===== src/rtl/biriscv_fetch_ctrl.sv =====
// Fetch controller: owns the fetch PC, keeps one 64-bit icache read in flight and buffers one bundle for decode.
// Optional branch prediction is enabled with the BIRISCV_FETCH_BPRED_EN macro (sequential fetch otherwise).
module biriscv_fetch_ctrl #(
    parameter logic [31:0] BOOT_VECTOR = 32'h80000000
) (
    input  logic        clk_i,
    input  logic        rst_i,

    input  logic        branch_request_i,
    input  logic [31:0] branch_pc_i,
    input  logic [1:0]  branch_priv_i,

    output logic        icache_rd_o,
    output logic [31:0] icache_pc_o,
    output logic [1:0]  icache_priv_o,
    input  logic        icache_accept_i,
    input  logic        icache_valid_i,
    input  logic [63:0] icache_inst_i,
    input  logic        icache_error_i,
    input  logic        icache_page_fault_i,

    input  logic [31:0] next_pc_f_i,
    input  logic [1:0]  next_taken_f_i,

    output logic        fetch_valid_o,
    output logic [63:0] fetch_instr_o,
    output logic [31:0] fetch_pc_o,
    output logic [1:0]  fetch_pred_branch_o,
    output logic        fetch_fault_fetch_o,
    output logic        fetch_fault_page_o,
    input  logic        fetch_accept_i
);

    localparam logic [31:0] INST_NOP = 32'h00000013;

    typedef enum logic [1:0] {
        ST_RUN,
        ST_WAIT,
        ST_DROP,
        ST_FAULT
    } state_t;

    state_t      state_q;
    logic [31:2] pc_q;
    logic [1:0]  priv_q;
    logic [1:0]  pred_q;
    logic [31:2] req_pc_q;

    logic        out_valid_q;
    logic [63:0] out_instr_q;
    logic [31:2] out_pc_q;
    logic [1:0]  out_pred_q;
    logic        out_fault_fetch_q;
    logic        out_fault_page_q;

    logic        issue;
    logic        resp_fault;
    logic [31:2] pc_seq;
    logic [31:2] pc_d;
    logic [1:0]  pred_d;
    logic [63:0] resp_instr;
    logic        unused_bits;

    assign icache_rd_o   = (state_q == ST_RUN) & (!out_valid_q | fetch_accept_i)
                         & !branch_request_i & !rst_i;
    assign icache_pc_o   = {pc_q[31:3], 3'b000};
    assign icache_priv_o = priv_q;
    assign issue         = icache_rd_o & icache_accept_i;
    assign resp_fault    = icache_error_i | icache_page_fault_i;

    // Sequential next fetch block; the 29-bit increment wraps 0xFFFFFFF8 to 0.
    assign pc_seq = {pc_q[31:3] + 29'd1, 1'b0};

`ifdef BIRISCV_FETCH_BPRED_EN
    assign pc_d        = (next_taken_f_i != 2'b00) ? next_pc_f_i[31:2] : pc_seq;
    assign pred_d      = next_taken_f_i;
    assign unused_bits = ^{branch_pc_i[1:0], next_pc_f_i[1:0]};
`else
    assign pc_d        = pc_seq;
    assign pred_d      = 2'b00;
    assign unused_bits = ^{branch_pc_i[1:0], next_pc_f_i, next_taken_f_i};
`endif

    // A target landing on slot1 must not execute slot0; faults deliver an all-zero bundle.
    always_comb begin
        resp_instr = icache_inst_i;
        if (req_pc_q[2])
            resp_instr[31:0] = INST_NOP;
        if (resp_fault)
            resp_instr = 64'd0;
    end

    always_ff @(posedge clk_i) begin
        if (rst_i) begin
            state_q           <= ST_RUN;
            pc_q              <= BOOT_VECTOR[31:2];
            priv_q            <= 2'b11;
            pred_q            <= 2'b00;
            req_pc_q          <= BOOT_VECTOR[31:2];
            out_valid_q       <= 1'b0;
            out_instr_q       <= 64'd0;
            out_pc_q          <= '0;
            out_pred_q        <= 2'b00;
            out_fault_fetch_q <= 1'b0;
            out_fault_page_q  <= 1'b0;
        end else begin
            if (fetch_accept_i)
                out_valid_q <= 1'b0;

            if (branch_request_i) begin
                pc_q        <= branch_pc_i[31:2];
                priv_q      <= branch_priv_i;
                out_valid_q <= 1'b0;
                // A request still in flight must have its response swallowed.
                if (((state_q == ST_WAIT) || (state_q == ST_DROP)) && !icache_valid_i)
                    state_q <= ST_DROP;
                else
                    state_q <= ST_RUN;
            end else begin
                case (state_q)
                    ST_RUN: begin
                        if (issue) begin
                            pc_q     <= pc_d;
                            pred_q   <= pred_d;
                            req_pc_q <= pc_q;
                            state_q  <= ST_WAIT;
                        end
                    end
                    ST_WAIT: begin
                        if (icache_valid_i) begin
                            out_valid_q       <= 1'b1;
                            out_instr_q       <= resp_instr;
                            out_pc_q          <= req_pc_q;
                            out_pred_q        <= pred_q;
                            out_fault_fetch_q <= icache_error_i;
                            out_fault_page_q  <= icache_page_fault_i;
                            state_q           <= resp_fault ? ST_FAULT : ST_RUN;
                        end
                    end
                    ST_DROP: begin
                        if (icache_valid_i)
                            state_q <= ST_RUN;
                    end
                    default: begin
                        state_q <= ST_FAULT;
                    end
                endcase
            end
        end
    end

    assign fetch_valid_o       = out_valid_q;
    assign fetch_instr_o       = out_instr_q;
    assign fetch_pc_o          = {out_pc_q, 2'b00};
    assign fetch_pred_branch_o = out_pred_q;
    assign fetch_fault_fetch_o = out_fault_fetch_q;
    assign fetch_fault_page_o  = out_fault_page_q;

endmodule


===== config.mk =====
export PLATFORM = sky130hd
export DESIGN_NAME = biriscv_fetch_ctrl
export DESIGN_NICKNAME = d
export VERILOG_FILES = /design/src/rtl/biriscv_fetch_ctrl.sv
export SDC_FILE = /design/constraint.sdc
export NUM_CORES = 1
export LEC_CHECK = 0
export ABC_AREA = 1
export CAP_MARGIN = 20
export CORE_MARGIN = 5
export CORE_UTILIZATION = 35
export CTS_CLUSTER_SIZE = 14
export DETAILED_ROUTE_END_ITERATION = 16
export PLACE_DENSITY_LB_ADDON = 0.05
export SLEW_MARGIN = 0
export SYNTH_ARGS = -nofsm -noshare
export SYNTH_HDL_FRONTEND = slang
export SYNTH_SLANG_ARGS = --single-unit

===== constraint.sdc =====
create_clock -name clk_i -period 1.7 [get_ports clk_i]
set_input_delay 0.17 -clock clk_i [delete_from_list [all_inputs] [get_ports clk_i]]
set_output_delay 0.17 -clock clk_i [all_outputs]
set_load 0.01 [all_outputs]

# Word level (Yosys, flattened, before mapping)
# Cells that the tools add are included.
# W data, S select, Z words.
totals:
  register_bits: 161
  in_bits: 140
  out_inout_bits: 136
  wordCells: 51
classes:
  add_sub_neg: 1
  eq_ne: 5
  n_mux: 15
  bitwise: 7
  reduce_logical: 14
op_table:
  columns: ["cell", "count"]
  rows:
  - ["$mux W30", 3]
  - ["$mux W64", 1]
  - ["$mux W32", 1]
  - ["$add A29 B1 Y29 const B", 1]
  - ["$mux W2", 6]
  - ["$ne A3 B3 Y1 const B", 3]
  - ["$reduce_and A3 Y1", 3]
  - ["$pmux W2 S3", 1]
  - ["$and A1 B1 Y1", 4]
  - ["$logic_not A1 Y1", 4]
  - ["$reduce_bool A2 Y1", 2]
  - ["$mux W1", 3]
  - ["$eq A2 B1 Y1 const B", 1]
  - ["$eq A2 B2 Y1 const B", 1]
  - ["$logic_not A2 Y1", 1]
  - ["$or A1 B1 Y1", 2]
  - ["$reduce_and A2 Y1", 1]
  - ["$reduce_or A2 Y1", 1]
  - ["$logic_and A1 B1 Y1", 1]
  - ["$logic_or A1 B1 Y1", 1]
  - ["$not A1 Y1", 1]

# Longest topological paths before layout
# Gate-level depths: netlist (run 1).
depth:
  ltp_word: 9
  mapped_depth: 11
  depth_no_buf: 11

# Least setup slack after synthesis (run 1)
# OpenSTA, ideal clock, no wires.
synth_timing:
  kind: "register to register"
  startpoint: "register pc_q[3] in the netlist's numbering"
  endpoint: "register pc_q[27] in the netlist's numbering"
  setup_ns: 0.109
  t_arrival_ns: 1.364
  setup_slack_ns: 0.227
  stages_incl_launch_ff: 11
  n_path_buf: 0
  cell_sequence: "dfxtp_1 ha_1 nand2_1 nor2_2 nand3_1 nor2_2 nand3_1 nand2_1 nand3_1 nand2_1 inv_1"
synth_via:
  elab_chain_cells: 4
synth_lines:
  columns: ["item", "line", "text"]
  rows:
  - ["start, declared", "44", "logic [31:2] pc_q;"]
  - ["start signal, assigned", "96", "pc_q <= BOOT_VECTOR[31:2];"]
  - ["start signal, assigned", "111", "pc_q <= branch_pc_i[31:2];"]
  - ["start signal, assigned", "123", "pc_q <= pc_d;"]
  - ["$add A29 B1 Y29", "72", "assign pc_seq = {pc_q[31:3] + 29'd1, 1'b0};"]
  - ["$mux W30", "122", "if (issue) begin"]
  - ["$mux W30", "120", "case (state_q)"]
  - ["$mux W30", "110", "if (branch_request_i) begin"]
# No other way between the ends. The select of a mux whose other input is x is not followed.
# A chain may end at the register's enable or synchronous reset.

# Final worst setup path (run 1)
layout_timing:
  startpoint: "register pc_q[16] in the netlist's numbering"
  endpoint: "output icache_pc_o[16]"
layout_rtl:
  columns: ["item", "line", "text"]
  rows:
  - ["end, declared", "14", "output logic [31:0] icache_pc_o,"]
# No word-level cell between the ends.

==> results of run 1 <==
## synth_stat cells (all sizes together)
master	instances	area [µm²]
dfxtp	161	3220
or2	1	6.26
nand4	6	52.6
a31oi	5	31.3
buf	65	442
a31o	1	8.76
a21boi	2	15.0
nor2	132	523
inv	83	312
clkbuf	28	106
nand3	87	445
nand2	152	573
conb	1	3.75
a21o	1	7.51
nor3	15	80.1
o221ai	3	26.3
o211a	1	10.0
o21ai	86	430
a21oi	100	500
xor2	1	8.76
ha	5	62.6
a22oi	1	7.51
o211ai	2	15.0
o31ai	1	7.51
a211oi	16	120
nor4	1	6.26
## cell type report
cell class	instances	area (µm²)	area share, %
Clock buffer	19	443	4.25
Clock inverter	13	150	1.44
Inverter	83	313	3.00
Multi-Input combinational cell	626	3020	29.0
Sequential cell	161	3230	30.9
Tap cell	265	332	3.18
Timing Repair Buffer	293	2940	28.2
## worst max path at each step
stage | end | from
after floorplan | pc_q[27]$_SDFFE_PP0P_ | pc_q[3]$_SDFFE_PP0P_
after global placement | icache_rd_o | branch_request_i
after detailed placement | icache_rd_o | branch_request_i
after CTS | icache_rd_o | state_q[0]$_SDFFE_PP0P_
after global routing | pc_q[27]$_SDFFE_PP0P_ | pc_q[4]$_SDFFE_PP0P_
final | icache_pc_o[16] | pc_q[16]$_SDFFE_PP0P_
## per-stage QoR
step,setup TNS (ps),hold WS [ps]
5_1_grt,-64.0,117
2_1_floorplan,0,292
6_report,0,123
3_3_place_gp,-3990,441
4_1_cts,0,102
3_5_place_dp,-4800,446
## state kept, by name (all words and copies together), names as in the netlist
| signal | count |
|---|---|
| icache_priv_o | 2 |
| fetch_valid_o | 1 |
| fetch_fault_fetch_o | 1 |
| pc_q | 30 |
| out_pc_q | 30 |
| req_pc_q | 30 |
| fetch_instr_o | 64 |
| state_q | 2 |
| fetch_fault_page_o | 1 |
## what timing repair did
item,4_1_cts,5_1_grt
endpoints found under the setup margin,3,18
gates resized for setup,7,13
hold buffers,0,0
## critical path, cell delays in order, from the launching register on
cell             delay (ps)
dfxtp_2                 380
buf_4                   140
clkdlybuf4s50_1         530
## power groups by stage
stage	sequential, mW	combinational (mW)	clock [mW]
3_3_place_gp	4.12	1.26	0
6_report	4.03	1.26	3.92
2_1_floorplan	4.12	0.588	0
4_1_cts	4.03	1.28	4.00
3_5_place_dp	4.12	1.26	0
5_1_grt	4.05	1.39	4.19
## routing by layer
layer / up-vias / share of wire (%)
met2: 201 / 47
met4: 0 / 1.2
met3: 19 / 8.8
met5: - / 0
li1: 3547 / -
met1: 3077 / 43
## logic make-up after synthesis
group / Yosys count
and+or+nand+nor: 394
AOI/OAI and AO/OA: 219
buffers and inverters: 176
DFF: 161
adders and majority gates: 5
xor gates and xnor gates: 1
other: 1
==> results.cfg, run 1 <==
[timing]
finalMaxSlewViolations = 0
hold_violations = 0
rsz0062_at_grt = yes
fmax_ghz = 0.607
setup_viol = 0
skew_ps = 11.6
layout_min_cycle_time_ps = 1650
finalWorstSetupSlack_ps = 51.4
period_share_pct = 97.0

[pwr]
switching_share_pct = 26.0
p_leak_nw = 4.06
p_per_area_nw_per_um2 = 884
power.switching_mw = 2.40
power.clock.fraction_pct = 42.5
peakVddDrop_v = 0.000670
p_int_mw = 6.82
p_total_mw = 9.22
pwr-share-seq_pct = 43.8
combinationalPowerShare_pct = 13.7

[route]
drt-vias-per-instance = 4.69
drtIter0Drc = 329
num_vias = 6844
drc = 0
dr.pass1.iters = 5
post_drt_wl_per_cell_um = 15.6
antenna_left = 0
routed_wl_um = 22800

[worst_hold_path]
hold_depth = 4
whs_endpoint = fetch_valid_o$_SDFF_PP0_
min_path_type = in -> reg
hp-start = rst_i

[synthesis]
ys_ff_latch = 161
synth_mux_area_share_pct = 0
avgSynthCellArea_um2 = 7.34
synthXorXnorAreaFrac_pct = 0.125
synth_top_family_by_area = simple AND/OR/NAND/NOR gates
synth_fa_ha_area_share_pct = 0.891
synth_area_um2 = 7020
ys_warn_count = 0
yosysUniqueCellTypes = 39
synth_seq_area_share_pct = 45.9
synth_compound_area_share_pct = 16.8
netlist_instances = 957
synth_simple_gate_area_share_pct = 24.0

[setup_path]
crit_fanout = 5
critPathRequiredTime_ps = 1530
timing.reg2reg.setup_slack_ps = 100
timing.rr.start = pc_q[3]$_SDFFE_PP0P_
worst_r2r_endpoint = pc_q[27]$_SDFFE_PP0P_
startpoint_type = register
arrival_ps = 1480
rr_worst_depth = 10
cp-end-kind = output port
critPathKind = reg -> out

[clock_network]
cts.reportedPaths.clkPinSlew_ps = 70
cts_tree = yes
ctsHtreeMaxLevel = 4
max-clock-path-buffers = 2
clock-root-buffer = clkbuf_16
cts.sinks = 161
clk_latency_ps = 430
numCtsBuffers = 17
cts_setup_buffers = 0

[layout]
final_common_cell = clkdlybuf4s50_1
synthToLayoutAreaGrowth_pct = 48.5
drive_gt1_share_pct = 10.4
finalNetCount = 1327
final_cell_count_no_fill = 1460
nFillCells = 1965
final_cell_mix = clkdlybuf4s50_1 (229), dfxtp_1 (158), nand2_1 (151), nor2_1 (121), a21oi_1 (100)
design_area_um2 = 10400
diodes = 0
finish.utilization_pct = 53.2

[grt]
track_usage_pct = 19.4
antenna_found_initial = 0
busiest_layer = met2
grt.met3_usage_pct = 7.32
grt_pass1_vias = 6538
grt_overflow_total = 0
grt_start_max_net_pins = 72
met1_usage_pct = 24.6
grt_pass1_wl_um = 34800
met2_usage_pct = 31.3

[floorplan]
io_pins = 276
initial_core_util_pct = 35.9
die_y_um = 152
die-area_um2 = 23000
fp.dieW_um = 152
coreArea_um2 = 19600
num_rows = 51

[placed_design]
place_ws_ps = -219
hpwl_um = 16300
gp_congestion = 0.821
dp.cells = 1428
place_area_um2 = 9780
portBuffers = 232

[outcome]
status = complete, no violations

[job]
cap_violations = 0
Power figures use the tool's default switching activity.
==> inputs of run 2 (changes only) <==
--- a/config.mk
+++ b/config.mk
@@ -7,7 +7,6 @@
 export LEC_CHECK = 0
 export ABC_AREA = 1
 export CAP_MARGIN = 20
-export CORE_MARGIN = 5
 export CORE_UTILIZATION = 35
 export CTS_CLUSTER_SIZE = 14
 export DETAILED_ROUTE_END_ITERATION = 16
==> run 2 against run 1 <==
Against the previous run:
- die area shrank 10%
- sequential share of layout area fell by 0.47 points
- first-iteration DRC count shrank 11%
- sequential cell count is the same
- design area grew 1.5%
- critical path type unchanged
==> results.cfg, run 2 (same netlist as run 1, synthesis figures left out) <==
[outcome]
status = complete, no violations

[route]
antenna_left = 0
routed_wl_um = 22300
m1WireLength_um = 9890
dr.pass1.iters = 4
num_vias = 6958
drtIter0Drc = 293
drt-vias-per-instance = 4.72
post_drt_wl_per_cell_um = 15.1
wl_met3_um = 1830
highest_layer = met4
drc = 0
dr_wl_met2_um = 10300

[clock_network]
ctsHtreeMaxLevel = 4
numCtsBuffers = 17
cts.reportedPaths.clkPinSlew_ps = 70
cts_setup_buffers = 0
cts_tree = yes
max-clock-path-buffers = 2
clock-root-buffer = clkbuf_16
clk_latency_ps = 420
cts.sinks = 161

[worst_hold_path]
min_path_type = in -> reg
hp-start = rst_i
whs_endpoint = fetch_valid_o$_SDFF_PP0_
hold_depth = 4

[timing]
setup_viol = 0
worstMarginPinSlew_ps = 657
fmax_ghz = 0.610
period_share_pct = 96.4
rsz0062_at_grt = yes
setup_tns_ps = 0
finalWorstSetupSlack_ps = 60.9
whs_ps = 135
slew-limit-headroom_pct = 56.2
hold_violations = 0
finalMaxSlewViolations = 0
skew_ps = 7.21
layout_min_cycle_time_ps = 1640

[layout]
synthToLayoutAreaGrowth_pct = 50.8
diodes = 0
multi_input_area_um2 = 3040
final_cell_mix = clkdlybuf4s50_1 (230), dfxtp_1 (158), nand2_1 (151), nor2_1 (120), a21oi_1 (100)
register_area_um2 = 3230
drive_gt1_share_pct = 12.0
nFillCells = 1945
finalNetCount = 1342
final_common_cell = clkdlybuf4s50_1
final_cell_count_no_fill = 1475
largest_reg_flops = 64

[floorplan]
fp.dieW_um = 144
num_rows = 51
initial_core_util_pct = 35.9
coreArea_um2 = 19600
die_y_um = 144
die-area_um2 = 20600
io_pins = 276

[grt]
grt_pass1_vias = 6748
track_usage_pct = 22.1
grt_start_max_net_pins = 56
antenna_found_initial = 0
grt_overflow_total = 0
grt_pass1_wl_um = 35000

[placed_design]
portBuffers = 232
dp.cells = 1442
hpwl_um = 15800
place_ws_ps = -192
gp_congestion = 0.859

[pwr]
power.switching_mw = 2.48
p_leak_nw = 4.15
power.clock.fraction_pct = 43.9
switching_share_pct = 26.1
peakVddDrop_v = 0.000650
combinationalPowerShare_pct = 13.7
p_per_area_nw_per_um2 = 896
p_int_mw = 7.01
pwr-share-seq_pct = 42.4
p_total_mw = 9.49

[job]
cap_violations = 0

[setup_path]
cp-end-kind = output port
timing.reg2reg.setup_slack_ps = 100
timing.rr.start = pc_q[8]$_SDFFE_PP0P_
crit_path_top_delay_cell = clkdlybuf4s50_1
critPathKind = reg -> out
startpoint_type = register
arrival_ps = 1470
critPathRequiredTime_ps = 1530
crit_fanout = 4
slowest_delay_ps = 530
rr_worst_depth = 7
path_cells = buf_4 -> clkdlybuf4s50_1
worst_r2r_endpoint = pc_q[19]$_SDFFE_PP0P_
run 2: changes by cell type in the layout (fill, tap and decap cells not counted), sizes merged:
cell,before,now
buf,62,76
clkinv,3,6
clkinvlp,4,1
bufinv,2,3
clkdlybuf4s50,229,230
dlymetal6s2s,1,0
run 2: worst max path at each step:
stage | start | to | slack [ps] | depth (start not counted)
2_1_floorplan | pc_q[3]$_SDFFE_PP0P_ | pc_q[27]$_SDFFE_PP0P_ | 230 | 10
3_3_place_gp | branch_request_i | icache_rd_o | -190 | 5
3_5_place_dp | branch_request_i | pc_q[7]$_SDFFE_PP0P_ | -190 | 9
4_1_cts | state_q[1]$_SDFFE_PP0P_ | icache_rd_o | 20 | 5
5_1_grt | pc_q[4]$_SDFFE_PP0P_ | pc_q[29]$_SDFFE_PP0P_ | -30 | 10
6_report | pc_q[12]$_SDFFE_PP0P_ | icache_pc_o[12] | 60 | 2
run 2: layout make-up:
cell class / instances / area share (%)
Clock buffer: 18 / 4.15
Clock inverter: 14 / 1.87
Inverter: 83 / 2.95
Multi-Input combinational cell: 626 / 28.7
Sequential cell: 161 / 30.5
Tap cell: 265 / 3.13
Timing Repair Buffer: 308 / 28.7
run 2: worst max-delay path, delay by kind of cell, from the launching register on:
kind	cells	cell delay (ps)
buffers and inverters	2	680
flip-flops	1	360
run 2: repair_timing:
action,4_1_cts,5_1_grt
hold endpoints to repair,0,0
gates resized for setup,7,18
hold buffers,0,0
gates cloned,0,1
pin swaps,0,0
endpoints found under the setup margin,2,36
run 2: per-stage QoR:
stage / cell area [µm²] / utilization (%)
6_report: 10600 / 54.1
3_3_place_gp: 9860 / 50.3
3_5_place_dp: 9860 / 50.3
5_1_grt: 10600 / 54.1
2_1_floorplan: 7050 / -
4_1_cts: 10500 / 53.7
run 2: layer usage:
metal | global-route usage, % | up-vias
li1 | - | 3579
met3 | 7.90 | 18
met2 | 36.2 | 205
met4 | 5.94 | 0
met5 | 0 | -
met1 | 27.3 | 3156
run 2: power by group through the flow:
stage | Combinational (mW) | Clock (mW) | Sequential, mW
global placement | 1.28 | 0 | 4.11
floorplan | 0.588 | 0 | 4.12
finish | 1.30 | 4.17 | 4.03
detailed placement | 1.28 | 0 | 4.11
global route | 1.43 | 4.40 | 4.05
CTS | 1.30 | 4.26 | 4.02
